## config.mk

```make
export PLATFORM = sky130hd
export DESIGN_NAME = tx_frame_ctrl_flat
export DESIGN_NICKNAME = d
export VERILOG_FILES = /design/src/rtl/tx_frame_ctrl_if.sv /design/src/rtl/tx_frame_ctrl.sv /design/src/flat_wrapper.sv
export SDC_FILE = /design/constraint.sdc
export NUM_CORES = 1
export LEC_CHECK = 0
export ABC_AREA = 1
export CORE_ASPECT_RATIO = 1.25
export CORE_MARGIN = 3
export CORE_UTILIZATION = 56
export CTS_CLUSTER_SIZE = 28
export DETAILED_ROUTE_END_ITERATION = 16
export PLACE_DENSITY = 0.79
export SLEW_MARGIN = 0
export SYNTH_ARGS = -nofsm -noshare
export SYNTH_HDL_FRONTEND = slang
export SYNTH_SLANG_ARGS = --single-unit
```

## constraint.sdc

```tcl
create_clock -name CLK -period 2 [get_ports CLK]
set_clock_uncertainty 0.15 [all_clocks]
set_input_delay 0.6 -clock CLK [delete_from_list [all_inputs] [get_ports CLK]]
set_output_delay 0.6 -clock CLK [all_outputs]
set_load 0.01 [all_outputs]
```

## src/rtl/tx_frame_ctrl_if.sv

```systemverilog
// Requester-side bundle for tx_frame_ctrl: payload offer, frame
// configuration, serial line and status.
interface tx_frame_ctrl_if #(
  parameter int unsigned DATA_WIDTH = 8
);
  logic [DATA_WIDTH-1:0] P_DATA;
  logic                  DATA_VALID;
  logic                  PAR_EN;
  logic                  PAR_TYP;
  logic                  TX_OUT;
  logic                  busy;
  logic                  ready;

  modport master (
    output P_DATA, DATA_VALID, PAR_EN, PAR_TYP,
    input  TX_OUT, busy, ready
  );

  modport slave (
    input  P_DATA, DATA_VALID, PAR_EN, PAR_TYP,
    output TX_OUT, busy, ready
  );
endinterface

```

## src/rtl/tx_frame_ctrl.sv

```systemverilog
// Serial frame transmitter: start bit, DATA_WIDTH payload bits LSB first,
// optional parity bit, stop bit. A one-entry holding register lets the
// next word be queued while a frame is on the line, so frames can be
// sent back to back with no idle cycle between them.
module tx_frame_ctrl #(
  parameter int unsigned DATA_WIDTH = 8
) (
  input  logic          CLK,
  input  logic          RST,
  tx_frame_ctrl_if.slave bus
);

  localparam logic [2:0] IDLE   = 3'd0;
  localparam logic [2:0] START  = 3'd1;
  localparam logic [2:0] DATA   = 3'd2;
  localparam logic [2:0] PARITY = 3'd3;
  localparam logic [2:0] STOP   = 3'd4;

  localparam int unsigned CNT_W = (DATA_WIDTH > 1) ? $clog2(DATA_WIDTH) : 1;
  localparam logic [CNT_W-1:0] LAST_BIT = CNT_W'(DATA_WIDTH - 1);

  // Active frame
  logic [2:0]            state_q,    state_nxt;
  logic [DATA_WIDTH-1:0] shift_q,    shift_nxt;
  logic [CNT_W-1:0]      cnt_q,      cnt_nxt;
  logic                  par_en_q,   par_en_nxt;
  logic                  par_bit_q,  par_bit_nxt;
  logic                  tx_q,       tx_nxt;

  // Holding register
  logic                  hold_full_q,    hold_full_nxt;
  logic [DATA_WIDTH-1:0] hold_data_q,    hold_data_nxt;
  logic                  hold_par_en_q,  hold_par_en_nxt;
  logic                  hold_par_bit_q, hold_par_bit_nxt;

  // Parity bit of the offered word, resolved at acceptance so later
  // PAR_TYP changes cannot alter a word already taken.
  logic                  in_par_bit;

  assign in_par_bit = (^bus.P_DATA) ^ bus.PAR_TYP;

  assign bus.TX_OUT = tx_q;
  assign bus.busy   = (state_q != IDLE);
  assign bus.ready  = ~hold_full_q;

  // Next-state, next-line-value and holding-register update
  always_comb begin
    state_nxt        = state_q;
    shift_nxt        = shift_q;
    cnt_nxt          = cnt_q;
    par_en_nxt       = par_en_q;
    par_bit_nxt      = par_bit_q;
    tx_nxt           = tx_q;
    hold_full_nxt    = hold_full_q;
    hold_data_nxt    = hold_data_q;
    hold_par_en_nxt  = hold_par_en_q;
    hold_par_bit_nxt = hold_par_bit_q;

    case (state_q)
      IDLE: begin
        tx_nxt = 1'b1;
        if (bus.DATA_VALID) begin
          shift_nxt   = bus.P_DATA;
          par_en_nxt  = bus.PAR_EN;
          par_bit_nxt = in_par_bit;
          cnt_nxt     = '0;
          state_nxt   = START;
          tx_nxt      = 1'b0;
        end
      end

      START: begin
        state_nxt = DATA;
        tx_nxt    = shift_q[0];
        shift_nxt = shift_q >> 1;
        cnt_nxt   = '0;
      end

      DATA: begin
        if (cnt_q == LAST_BIT) begin
          if (par_en_q) begin
            state_nxt = PARITY;
            tx_nxt    = par_bit_q;
          end else begin
            state_nxt = STOP;
            tx_nxt    = 1'b1;
          end
        end else begin
          tx_nxt    = shift_q[0];
          shift_nxt = shift_q >> 1;
          cnt_nxt   = cnt_q + CNT_W'(1);
        end
      end

      PARITY: begin
        state_nxt = STOP;
        tx_nxt    = 1'b1;
      end

      STOP: begin
        // A queued word wins over a fresh offer; ready is low while it
        // is queued, so the fresh offer is not accepted on this edge.
        if (hold_full_q) begin
          shift_nxt     = hold_data_q;
          par_en_nxt    = hold_par_en_q;
          par_bit_nxt   = hold_par_bit_q;
          hold_full_nxt = 1'b0;
          cnt_nxt       = '0;
          state_nxt     = START;
          tx_nxt        = 1'b0;
        end else if (bus.DATA_VALID) begin
          shift_nxt   = bus.P_DATA;
          par_en_nxt  = bus.PAR_EN;
          par_bit_nxt = in_par_bit;
          cnt_nxt     = '0;
          state_nxt   = START;
          tx_nxt      = 1'b0;
        end else begin
          state_nxt = IDLE;
          tx_nxt    = 1'b1;
        end
      end

      default: begin
        state_nxt = IDLE;
        tx_nxt    = 1'b1;
      end
    endcase

    // Mid-frame acceptance goes into the holding register.
    if ((state_q == START || state_q == DATA || state_q == PARITY) &&
        bus.DATA_VALID && !hold_full_q) begin
      hold_full_nxt    = 1'b1;
      hold_data_nxt    = bus.P_DATA;
      hold_par_en_nxt  = bus.PAR_EN;
      hold_par_bit_nxt = in_par_bit;
    end
  end

  // State registers with synchronous reset
  always_ff @(posedge CLK) begin
    if (RST) begin
      state_q        <= IDLE;
      shift_q        <= '0;
      cnt_q          <= '0;
      par_en_q       <= 1'b0;
      par_bit_q      <= 1'b0;
      tx_q           <= 1'b1;
      hold_full_q    <= 1'b0;
      hold_data_q    <= '0;
      hold_par_en_q  <= 1'b0;
      hold_par_bit_q <= 1'b0;
    end else begin
      state_q        <= state_nxt;
      shift_q        <= shift_nxt;
      cnt_q          <= cnt_nxt;
      par_en_q       <= par_en_nxt;
      par_bit_q      <= par_bit_nxt;
      tx_q           <= tx_nxt;
      hold_full_q    <= hold_full_nxt;
      hold_data_q    <= hold_data_nxt;
      hold_par_en_q  <= hold_par_en_nxt;
      hold_par_bit_q <= hold_par_bit_nxt;
    end
  end

endmodule

```

## src/flat_wrapper.sv

```systemverilog
// flat-port wrapper written by rule: the top's interface ports become plain ports
module tx_frame_ctrl_flat 
#(
  parameter int unsigned DATA_WIDTH = 8
)
  (CLK, RST, bus_P_DATA, bus_DATA_VALID, bus_PAR_EN, bus_PAR_TYP, bus_TX_OUT, bus_busy, bus_ready);
  tx_frame_ctrl_if #(.DATA_WIDTH(DATA_WIDTH)) bus_i ();
  input  logic CLK;
  input  logic RST;
  input wire logic [$bits(bus_i.P_DATA)-1:0] bus_P_DATA;
  input wire logic [$bits(bus_i.DATA_VALID)-1:0] bus_DATA_VALID;
  input wire logic [$bits(bus_i.PAR_EN)-1:0] bus_PAR_EN;
  input wire logic [$bits(bus_i.PAR_TYP)-1:0] bus_PAR_TYP;
  output wire logic [$bits(bus_i.TX_OUT)-1:0] bus_TX_OUT;
  output wire logic [$bits(bus_i.busy)-1:0] bus_busy;
  output wire logic [$bits(bus_i.ready)-1:0] bus_ready;
  assign bus_i.P_DATA = bus_P_DATA;
  assign bus_i.DATA_VALID = bus_DATA_VALID;
  assign bus_i.PAR_EN = bus_PAR_EN;
  assign bus_i.PAR_TYP = bus_PAR_TYP;
  assign bus_TX_OUT = bus_i.TX_OUT;
  assign bus_busy = bus_i.busy;
  assign bus_ready = bus_i.ready;
  tx_frame_ctrl #(.DATA_WIDTH(DATA_WIDTH)) u_core (.CLK(CLK), .RST(RST), .bus(bus_i));
endmodule
```

; After elaboration in Yosys (flattened, before gate mapping)
; Cells that the tools add are included.
[totals]
register_bits = 28
[op_classes]
n_addsub = 1
eq_ne = 8
muxes = 27
bitwise = 2
n_reduce_logical = 13
[ops]
columns = operator, count
row1 = 8-bit one-hot mux with 4 select lines, 1
row2 = 8-bit two-way mux, 3
row3 = 3-bit two-way mux, 7
row4 = 3-bit one-hot mux with 5 select lines, 1
row5 = 3-bit one-hot mux with 4 select lines, 1
row6 = 1-bit two-way mux, 11
row7 = 8-bit parity, 1
row8 = "3-bit by 2-bit == test with 1-bit output, second input constant", 2
row9 = "3-bit == test, second input constant", 2
row10 = "2-bit inequality test, second input constant", 2
row11 = 1-bit one-hot mux with 2 select lines, 2
row12 = 1-bit one-hot mux with 4 select lines, 1
row13 = 2-bit AND reduction, 2
row14 = 2-bit nonzero test, 2
row15 = 4-bit nonzero test, 1
row16 = "3-bit by 1-bit adder with 3-bit output, second input constant", 1
row17 = "3-bit by 1-bit == test with 1-bit output, second input constant", 1
row18 = 3-bit logical NOT, 1
row19 = 3-bit nonzero test, 1
row20 = 1-bit logical AND, 2
row21 = 1-bit logical OR, 2
row22 = "2-bit by 1-bit inequality test with 1-bit output, second input constant", 1
row23 = 1-bit logical NOT, 1
row24 = 1-bit NOT, 1
row25 = 1-bit bitwise XOR, 1

; Logic depth before layout (Yosys ltp)
; Gate-level depths: netlist of run 1.
[logic_depth]
depth_word = 6
ltp_mapped = 13

; Worst setup path after synthesis of run 1
; Ideal clock, no wire load.
[synth_path]
path_kind = flip-flop to output port
startpoint = register u_core.state_q[0]
endpoint = output port bus_busy
arrival_ns = 0.794
required_time_ns = 1.250
slack_ns = 0.456
path_stages_with_launch = 5
path_buffers = 0
path_cell_list = dfxtp_1 -> nor2_1 -> inv_2 -> nor2_1 -> inv_1
[synth_via]
elab_chain_len = 1
[synth_rtl]
columns = element, line_no
row1 = "start, declared", tx_frame_ctrl.sv:23  ; logic [2:0] state_q, state_nxt;
row2 = "start signal, assigned", tx_frame_ctrl.sv:154  ; state_q <= state_nxt;
row3 = 3-bit nonzero test, tx_frame_ctrl.sv:43  ; assign bus.busy = (state_q != IDLE);
row4 = "end, declared", flat_wrapper.sv:15  ; output wire logic [$bits(bus_i.busy)-1:0] bus_busy;
; Every way passes these cells.

; Worst setup path in the final report of run 1
; Same ends and word-level chain as after synthesis.

==> flow_summary_export.csv, run 1 <==
group,metric,value,unit
clock_tree,worst_skew_pair.late_latency,0.34,ns
outcome,outcome,"complete, no violations",
worst_setup_path,crit_path_start,"u_core.state_q[0]",
power_and_ir_drop,report.power.total,2.50,mW
power_and_ir_drop,power_leakage,0.874,nW
global_route,grt.total_usage,23.1,%
timing,slew_viol_final,0,
layout,stdcell_count,300,
worst_setup_path,r2r_slack,0.26,ns
detailed_routing,dr.pass1.iters,4,
logic_synthesis,synthArstFlopShare,0,%
floorplanning,rows,21,
global_route,grt_max_degree,18,
place,io_buffer_count,15,
power_and_ir_drop,power_density,1260,nW/um^2
place,place_hpwl,2710,microns
timing,fin_crit_sh,96.1,%
timing,rsz0062_at_grt,"no",
layout,drive_gt1_share,16.9,%
clock_tree,clock_sinks,28,
detailed_routing,avgRoutedWirePerCell,11.8,microns
logic_synthesis,synth_flop_cell,"dfxtp_1",
clock_tree,clk_pin_slew_worst_paths,0.16,ns
worst_setup_path,crit_required,1.25,ns
floorplanning,die_w,54.0,microns
detailed_routing,wirelength,3540,microns
worst_setup_path,reg2reg_to,"u_core.cnt_q[0]",
floorplanning,die_h,66.0,microns
global_route,grt_pass1_wl,6230,microns
place,place_congestion,0.802,
clock_tree,cts_inserted_buffers,3,
logic_synthesis,syn_area_per_cell,6.87,sq um
floorplanning,initial_core_util,59.6,%
worst_setup_path,arrival,1.17,ns
worst_setup_path,crit_path_end_kind,"primary output",
floorplanning,core-area,2710,sq um
timing,setup_violations,0,
worst_setup_path,crit_fanout,3,
min_path,hold_path.class,"flop to flop",
logic_synthesis,synth_enable_flop_cells,0,
timing,slew_headroom,80.6,%
floorplanning,io_pins,16,
clock_tree,cts.path.max_buffers,2,
floorplanning,die_area,3570,sq um
timing,period_needed,1.92,ns
logic_synthesis,synth_cells,235,
logic_synthesis,syn_area,1610,sq um
global_route,grt_overflow_total,0,
min_path,worstHoldPathCells,2,
detailed_routing,drt-initial-drc-count,44,
clock_tree,cts.htree.levels,1,
detailed_routing,drcViolationCount,0,
worst_setup_path,r2r_start,"u_core.state_q[1]",
timing,worst_slew_pin_slew,0.290,ns
layout,syn_to_final_growth,22.6,%
clock_tree,clockRootBuffer,"clkbuf_4",
layout,finalCoreUtilization,73.1,%
layout,diodes,0,
timing,hold_viol_final,0,
logic_synthesis,synth.distinct_cells,37,
detailed_routing,vias,1584,
worst_setup_path,critPathKind,"flop to primary output",
global_route,grt_pass1_vias,1501,
logic_synthesis,seq_area_frac_synth,34.7,%
logic_synthesis,yosysWarnings,0,
worst_setup_path,worstSetupStartpointType,"flop",
clock_tree,hold_buffers,0,
logic_synthesis,ys_seq_elements,28,
timing,fin_hold_ws,0.306,ns
timing,fmax,520,MHz
logic_synthesis,synth_nets,250,
power_and_ir_drop,vdd_drop_max,0.943,mV
flow_run,drv_cap,0,
layout,nets,282,
worst_setup_path,crit_end,"bus_busy",
clock_tree,cts_tree,"built",
worst_setup_path,r2r_cells,9,
global_route,antenna_found_initial,0,
place,placedCellCount,296,
detailed_routing,ant_nets,0,
detailed_routing,viasPerCell,5.28,
## power breakdown
part           internal [mW]  switching, mW  leakage [nW]
logic                  0.484          0.779         0.615
clock network          0.203          0.179        0.0279
registers              0.748          0.106         0.230
total                   1.43           1.06         0.874
## cell usage after synthesis (all sizes together), types with 3 or more instances
library cell / count / area [sq um]
xnor2: 3 / 26.3
nor2: 11 / 51.3
a21oi: 21 / 105
dfxtp: 28 / 561
clkbuf: 4 / 15.0
nand3: 5 / 30.0
nand2: 75 / 312
buf: 4 / 33.8
o21ai: 28 / 144
a41oi: 5 / 51.3
a31oi: 5 / 37.5
inv: 32 / 128
## per-stage QoR
step                cell area, sq um  setup WS, ns  setup TNS, ns
floorplan                       1610         0.456              0
global placement                1920       -0.0967         -0.478
detailed placement              1920        -0.130         -0.923
CTS                             1980        0.0444              0
global route                    1980        0.0268              0
finish                          1980        0.0772              0
## registers in the layout (all words and copies together) (netlist names)
signal / cells
u_core.bus.TX_OUT: 1
u_core.cnt_q: 3
u_core.hold_data_q: 8
u_core.hold_full_q: 1
u_core.hold_par_bit_q: 1
u_core.hold_par_en_q: 1
u_core.par_bit_q: 1
u_core.par_en_q: 1
u_core.shift_q: 8
u_core.state_q: 3
## per-layer routing
metal | vias up | routed length (microns) | global-route usage [%]
met1 | 719 | 1650 | 28.4
met5 | - | 0 | 0
met2 | 26 | 1770 | 40.9
li1 | 834 | - | -
met4 | 0 | 51 | 6.54
met3 | 5 | 73 | 2.71
## cell families (layout without fill, tap and decap cells)
| family | Yosys count | count (layout) | share of synthesized area (%) |
|---|---|---|---|
| AO/OA/AOI/OAI | 64 | 64 | 23.4 |
| multiplexers | 1 | 1 | 0.620 |
| flip-flops | 28 | 28 | 34.7 |
| buffers and inverters | 40 | 71 | 10.9 |
| XOR/XNOR | 5 | 5 | 2.71 |
| adder cells (fa/ha/maj) | 2 | 2 | 1.55 |
| AND/OR/NAND/NOR | 95 | 95 | 26.0 |
## cells in the final DEF (no fill, tap or decap), types with 2 or more instances in the layout
master           netlist  layout
a21oi_1               21      21
a31oi_1                4       4
a41oi_1                4       4
buf_4                  0      19
clkbuf_4               0       3
clkdlybuf4s50_1        0      12
dfxtp_1               28      26
dfxtp_2                0       2
ha_1                   2       2
inv_1                 28      28
inv_2                  2       2
nand2_1               69      69
nand2_2                3       3
nand2_4                3       3
nand3_1                4       4
nor2_1                 9       8
nor2_4                 1       2
o211ai_1               2       2
o21ai_0               25      25
o21ai_1                2       2
xnor2_1                3       3
xor2_1                 2       2
## worst min path at each step
stage / start / end / slack [ns]
detailed placement: u_core.hold_data_q[7] / u_core.hold_data_q[7] / 0.29
CTS: u_core.hold_data_q[7] / u_core.hold_data_q[7] / 0.31
finish: u_core.hold_data_q[5] / u_core.hold_data_q[5] / 0.31
floorplan: u_core.hold_par_en_q / u_core.hold_par_en_q / 0.27
global route: u_core.hold_data_q[6] / u_core.hold_data_q[6] / 0.33
global placement: u_core.hold_data_q[7] / u_core.hold_data_q[7] / 0.28
## cell type report
class,count,area (sq um)
well taps,34,42.5
clock buffers,3,22.5
multi-input cells,167,885
clock inverters,1,30.0
fillers,231,727
flip-flops and latches,28,563
inverters,32,128
repair buffers,35,309
## worst max-delay path, cell delays in order, from the launching register on
cell     delay, ns
dfxtp_2       0.37
nor2_4        0.11
inv_2         0.04
nor2_1        0.09
inv_1         0.08
buf_2         0.14
## timing repair
item / 4_1_cts / 5_1_grt
buffers inserted: 0 / 0
setup endpoints to repair: 2 / 1
resized for setup: 9 / 1
(Power assumes the default switching activity.)
==> inputs of run 2 (changes only) <==
PLACE_DENSITY = 0.88   (was 0.79)
==> run 2 against run 1 <==
Sequential power up 2%. Worst setup slack worse by 0.014 ns. Die area unchanged.
==> flow_summary_export.csv, run 2 (synthesis results as in run 1) <==
group,metric,value,unit
outcome,outcome,"complete, no violations",
worst_setup_path,crit_fanout,1,
min_path,min_from,"u_core.hold_data_q[5]",
global_route,grt_pass1_vias,1519,
detailed_routing,drt-initial-drc-count,42,
min_path,worstHoldPathCells,2,
detailed_routing,wirelength,3680,microns
floorplanning,core-area,2710,sq um
detailed_routing,vias,1626,
global_route,grt.total_usage,23.8,%
timing,slew_viol_final,0,
clock_tree,cts_tree,"built",
floorplanning,rows,21,
timing,fin_crit_sh,96.8,%
clock_tree,clockRootBuffer,"clkbuf_4",
layout,layout_common_cells,"nand2_1, inv_1, dfxtp_1, o21ai_0",
worst_setup_path,r2r_start,"u_core.state_q[1]",
global_route,antenna_found_initial,0,
power_and_ir_drop,power_density,1230,nW/um^2
worst_setup_path,r2r_slack,0.27,ns
layout,final_common_cell,"nand2_1",
global_route,grt_max_degree,20,
timing,hold_viol_final,0,
worst_setup_path,path_delay_family,"buffers and inverters",
detailed_routing,drcViolationCount,0,
worst_setup_path,worstSetupStartpointType,"flop",
clock_tree,cts_inserted_buffers,3,
clock_tree,clock_sinks,28,
worst_setup_path,r2r_cells,9,
power_and_ir_drop,p_seq_share,35.9,%
flow_run,drv_cap,0,
worst_setup_path,worstPathCellList,"clkdlybuf4s50_1",
min_path,hold_path.class,"flop to flop",
place,io_buffer_count,15,
global_route,grt_pass1_wl,6400,microns
power_and_ir_drop,power.internal,1.35,mW
floorplanning,die_h,66.0,microns
clock_tree,worst_skew_pair.late_latency,0.33,ns
layout,nets,283,
timing,slew_headroom,81.5,%
detailed_routing,ant_nets,0,
layout,drive_gt1_share,17.2,%
layout,diodes,0,
place,place_worst_setup_slack,-0.114,ns
layout,top_regs,"u_core.hold_data_q x8, u_core.shift_q x8",
detailed_routing,avgRoutedWirePerCell,12.2,microns
worst_setup_path,reg2reg_to,"u_core.cnt_q[1]",
detailed_routing,viasPerCell,5.40,
timing,period_needed,1.94,ns
power_and_ir_drop,switching_share,44.2,%
clock_tree,hold_buffers,0,
clock_tree,clk_pin_slew_worst_paths,0.15,ns
timing,fmax,516,MHz
clock_tree,cts.path.max_buffers,2,
power_and_ir_drop,p_switching,1.07,mW
place,place_hpwl,2710,microns
power_and_ir_drop,pwr-share-comb,52.5,%
clock_tree,cts.htree.levels,1,
worst_setup_path,critPathBufInv,1,
worst_setup_path,crit_path_end_kind,"primary output",
timing,setup_violations,0,
layout,finalCoreUtilization,72.4,%
power_and_ir_drop,p_clk_share,11.7,%
worst_setup_path,arrival,1.19,ns
power_and_ir_drop,vdd_drop_max,0.825,mV
floorplanning,io_pins,16,
worst_setup_path,cp_slowest_cell,"clkdlybuf4s50_1",
worst_setup_path,max_stage_delay,0.52,ns
detailed_routing,dr.pass1.iters,4,
power_and_ir_drop,power_leakage,0.863,nW
global_route,grt_overflow_total,0,
timing,layout_setup_ws,0.0634,ns
layout,syn_to_final_growth,21.3,%
place,place_congestion,0.830,
floorplanning,initial_core_util,59.6,%
floorplanning,die_w,54.0,microns
timing,worst_slew_pin_slew,0.276,ns
floorplanning,die_area,3570,sq um
worst_setup_path,crit_required,1.25,ns
worst_setup_path,critPathKind,"flop to primary output",
power_and_ir_drop,report.power.total,2.42,mW
min_path,holdPathEnd,"u_core.hold_data_q[5]",
timing,rsz0062_at_grt,"no",
## run 2: changes by cell type in the layout (fill, tap and decap cells not counted), sizes merged
cell	change
clkdlybuf4s50	+1
dlymetal6s2s	-1
bufinv	-1
clkbuf	+2
## run 2: worst max-delay path by stage
stage | start | to | slack (ns) | cells after the start
final | u_core.bus.TX_OUT | bus_TX_OUT | 0.06 | 1
after detailed placement | bus_DATA_VALID | u_core.shift_q[0] | -0.11 | 7
after floorplan | u_core.state_q[0] | bus_busy | 0.46 | 4
after global routing | u_core.bus.TX_OUT | bus_TX_OUT | 0.004 | 1
after global placement | bus_DATA_VALID | u_core.shift_q[0] | -0.08 | 7
after CTS | u_core.state_q[0] | bus_busy | -0.04 | 5
## run 2: layout make-up
cell class              instances  area (sq um)
inverters                      32           128
well taps                      34          42.5
multi-input cells             167           885
flip-flops and latches         28           566
clock buffers                   4          36.3
repair buffers                 36           302
fillers                       232           748
## run 2: timing repair
| item | in CTS | in global routing |
|---|---|---|
| resized for setup | 6 | 3 |
| endpoints found under the setup margin | 2 | 1 |
| hold endpoints to repair | 0 | 0 |
| setup buffers | 0 | 1 |
## run 2: power by group through the flow
stage	sequential (mW)	clock (mW)	combinational (mW)
final	0.868	0.282	1.27
after global routing	0.891	0.311	1.42
after CTS	0.862	0.287	1.25
after detailed placement	0.860	0	1.24
after global placement	0.853	0	1.22
after floorplan	0.845	0	0.941
## run 2: stage by stage
step,TNS [ns],area [sq um],std cells,hold slack [ns]
3_5_place_dp,-1.21,1910,296,0.285
6_report,0,1960,301,0.306
4_1_cts,-0.0390,1950,300,0.306
2_1_floorplan,0,1610,235,0.270
5_1_grt,0,1960,301,0.339
3_3_place_gp,-0.706,1910,296,0.282
## run 2: tightest hold or removal path: stages (launching register included)
cell	delay, ns
dfxtp_1	0.34
inv_1	0.05
a21oi_1	0.05
## run 2: layer usage
metal / global-route usage (%) / share of wire (%) / vias to the layer above
li1: - / - / 840
met1: 29.7 / 44 / 742
met2: 39.5 / 50 / 38
met3: 2.71 / 4.3 / 6
met4: 11.2 / 1.1 / 0
met5: 0 / 0 / -
==> inputs of run 3 (changes only) <==
CORE_UTILIZATION = 58   (was 56)
CTS_BUF_LIST = sky130_fd_sc_hd__clkbuf_4 sky130_fd_sc_hd__clkbuf_8   (was unset)
PLACE_DENSITY = 0.9   (was 0.88)
==> run 3 against run 2 <==
Critical path depth unchanged. First-iteration DRC count up 50%. Register-to-register slack better by 0.03 ns. Hold slack worse by 0.00076 ns. Fmax about the same. Cell count down 1.3%. Global-route usage up 2.0 points. Combinational power about the same. Via count up 0.49%. Flip-flop and latch count unchanged. Largest cell class unchanged.
==> flow_summary_export.csv, run 3 (synthesis results as in run 1) <==
group,metric,value,unit
outcome,outcome,"complete, no violations",
timing,setup_violations,0,
layout,final_common_cell,"nand2_1",
layout,top_regs,"u_core.hold_data_q x8, u_core.shift_q x8",
timing,fin_crit_sh,96.8,%
worst_setup_path,critPathKind,"flop to primary output",
detailed_routing,ant_nets,0,
worst_setup_path,path_delay_family,"buffers and inverters",
timing,layout_setup_ws,0.0644,ns
timing,rsz0062_at_grt,"no",
detailed_routing,drcViolationCount,0,
global_route,antenna_found_initial,0,
floorplanning,die_w,53.2,microns
flow_run,drv_cap,0,
detailed_routing,vias,1634,
clock_tree,cts.path.max_buffers,2,
worst_setup_path,cp_slowest_cell,"clkdlybuf4s50_1",
clock_tree,cts.htree.levels,1,
global_route,grt_overflow_total,0,
timing,period_needed,1.94,ns
global_route,grt_util_met3,4.14,%
worst_setup_path,crit_fanout,1,
power_and_ir_drop,vdd_drop_max,0.652,mV
worst_setup_path,worstSetupStartpointType,"flop",
floorplanning,die_h,65.0,microns
floorplanning,io_pins,16,
power_and_ir_drop,report.power.total,2.44,mW
detailed_routing,avgRoutedWirePerCell,12.9,microns
layout,finalCoreUtilization,75.9,%
detailed_routing,wirelength,3820,microns
timing,fin_setup_tns,0,ns
clock_tree,worst_skew_pair.late_latency,0.33,ns
floorplanning,rows,20,
clock_tree,clockRootBuffer,"clkbuf_4",
worst_setup_path,max_stage_delay,0.52,ns
timing,fmax,517,MHz
detailed_routing,viasPerCell,5.50,
layout,nets,280,
power_and_ir_drop,power_leakage,0.847,nW
global_route,top_usage_layer,"met2",
power_and_ir_drop,power_density,1260,nW/um^2
floorplanning,core-area,2550,sq um
global_route,grt_util_met2,46.1,%
global_route,grt.met1_usage,29.1,%
clock_tree,cts_inserted_buffers,3,
place,io_buffer_count,15,
timing,slew_viol_final,0,
place,place_area,1880,sq um
layout,layout_common_cells,"nand2_1, inv_1, dfxtp_1, o21ai_0, a21oi_1",
layout,postLayoutCellArea,1940,sq um
worst_setup_path,arrival,1.19,ns
worst_setup_path,critPathBufInv,1,
global_route,grt_pass1_vias,1609,
worst_setup_path,crit_path_end_kind,"primary output",
worst_setup_path,crit_required,1.25,ns
worst_setup_path,worstPathCellList,"clkdlybuf4s50_1",
layout,stdcell_count,297,
layout,syn_to_final_growth,20.0,%
place,place_hpwl,2840,microns
global_route,grt.total_usage,25.8,%
global_route,grt_max_degree,18,
timing,worst_slew_pin_slew,0.350,ns
layout,drive_gt1_share,17.0,%
place,place_worst_setup_slack,-0.213,ns
min_path,hold_path.class,"flop to flop",
timing,slew_headroom,76.6,%
detailed_routing,dr.pass1.iters,4,
timing,fin_hold_ws,0.305,ns
floorplanning,die_area,3460,sq um
detailed_routing,drt-initial-drc-count,63,
clock_tree,clock_sinks,28,
timing,hold_viol_final,0,
global_route,grt_pass1_wl,6760,microns
floorplanning,initial_core_util,63.2,%
clock_tree,clk_pin_slew_worst_paths,0.15,ns
layout,diodes,0,
clock_tree,cts_tree,"built",
place,placedCellCount,292,
place,place_congestion,0.861,
[run 3: routing by layer]
layer | wire (microns) | up-vias
met4 | 102 | 0
met3 | 157 | 15
li1 | - | 831
met2 | 1960 | 52
met5 | 0 | -
met1 | 1600 | 736
[run 3: area by class of cell]
type / count / area, sq um
multi-input combinational: 167 / 887
fill: 210 / 616
sequential: 28 / 566
timing repair buffer: 33 / 279
inverter: 32 / 128
tap: 33 / 41.3
clock buffer: 4 / 36.3
[run 3: timing repair]
action                     4_1_cts  5_1_grt
setup endpoints to repair        2        1
hold buffers                     0        0
cloned                           0        0
setup buffers                    0        1
gates resized for setup          6        5
[run 3: path summary, 6_finish.rpt]
kind,start,end,slack [ns],cells after the start
setup / recovery,u_core.bus.TX_OUT,bus_TX_OUT,0.06,1
hold / removal,u_core.hold_data_q[5],u_core.hold_data_q[5],0.31,2
setup reg to reg,u_core.state_q[1],u_core.cnt_q[1],0.30,9
hold reg to reg,u_core.hold_data_q[5],u_core.hold_data_q[5],0.31,2
[run 3: report_power, final]
| part | total, mW | internal, mW | switching (mW) |
|---|---|---|---|
| sequential | 0.869 | 0.752 | 0.117 |
| clock | 0.286 | 0.112 | 0.174 |
| combinational | 1.28 | 0.485 | 0.798 |
| total | 2.44 | 1.35 | 1.09 |
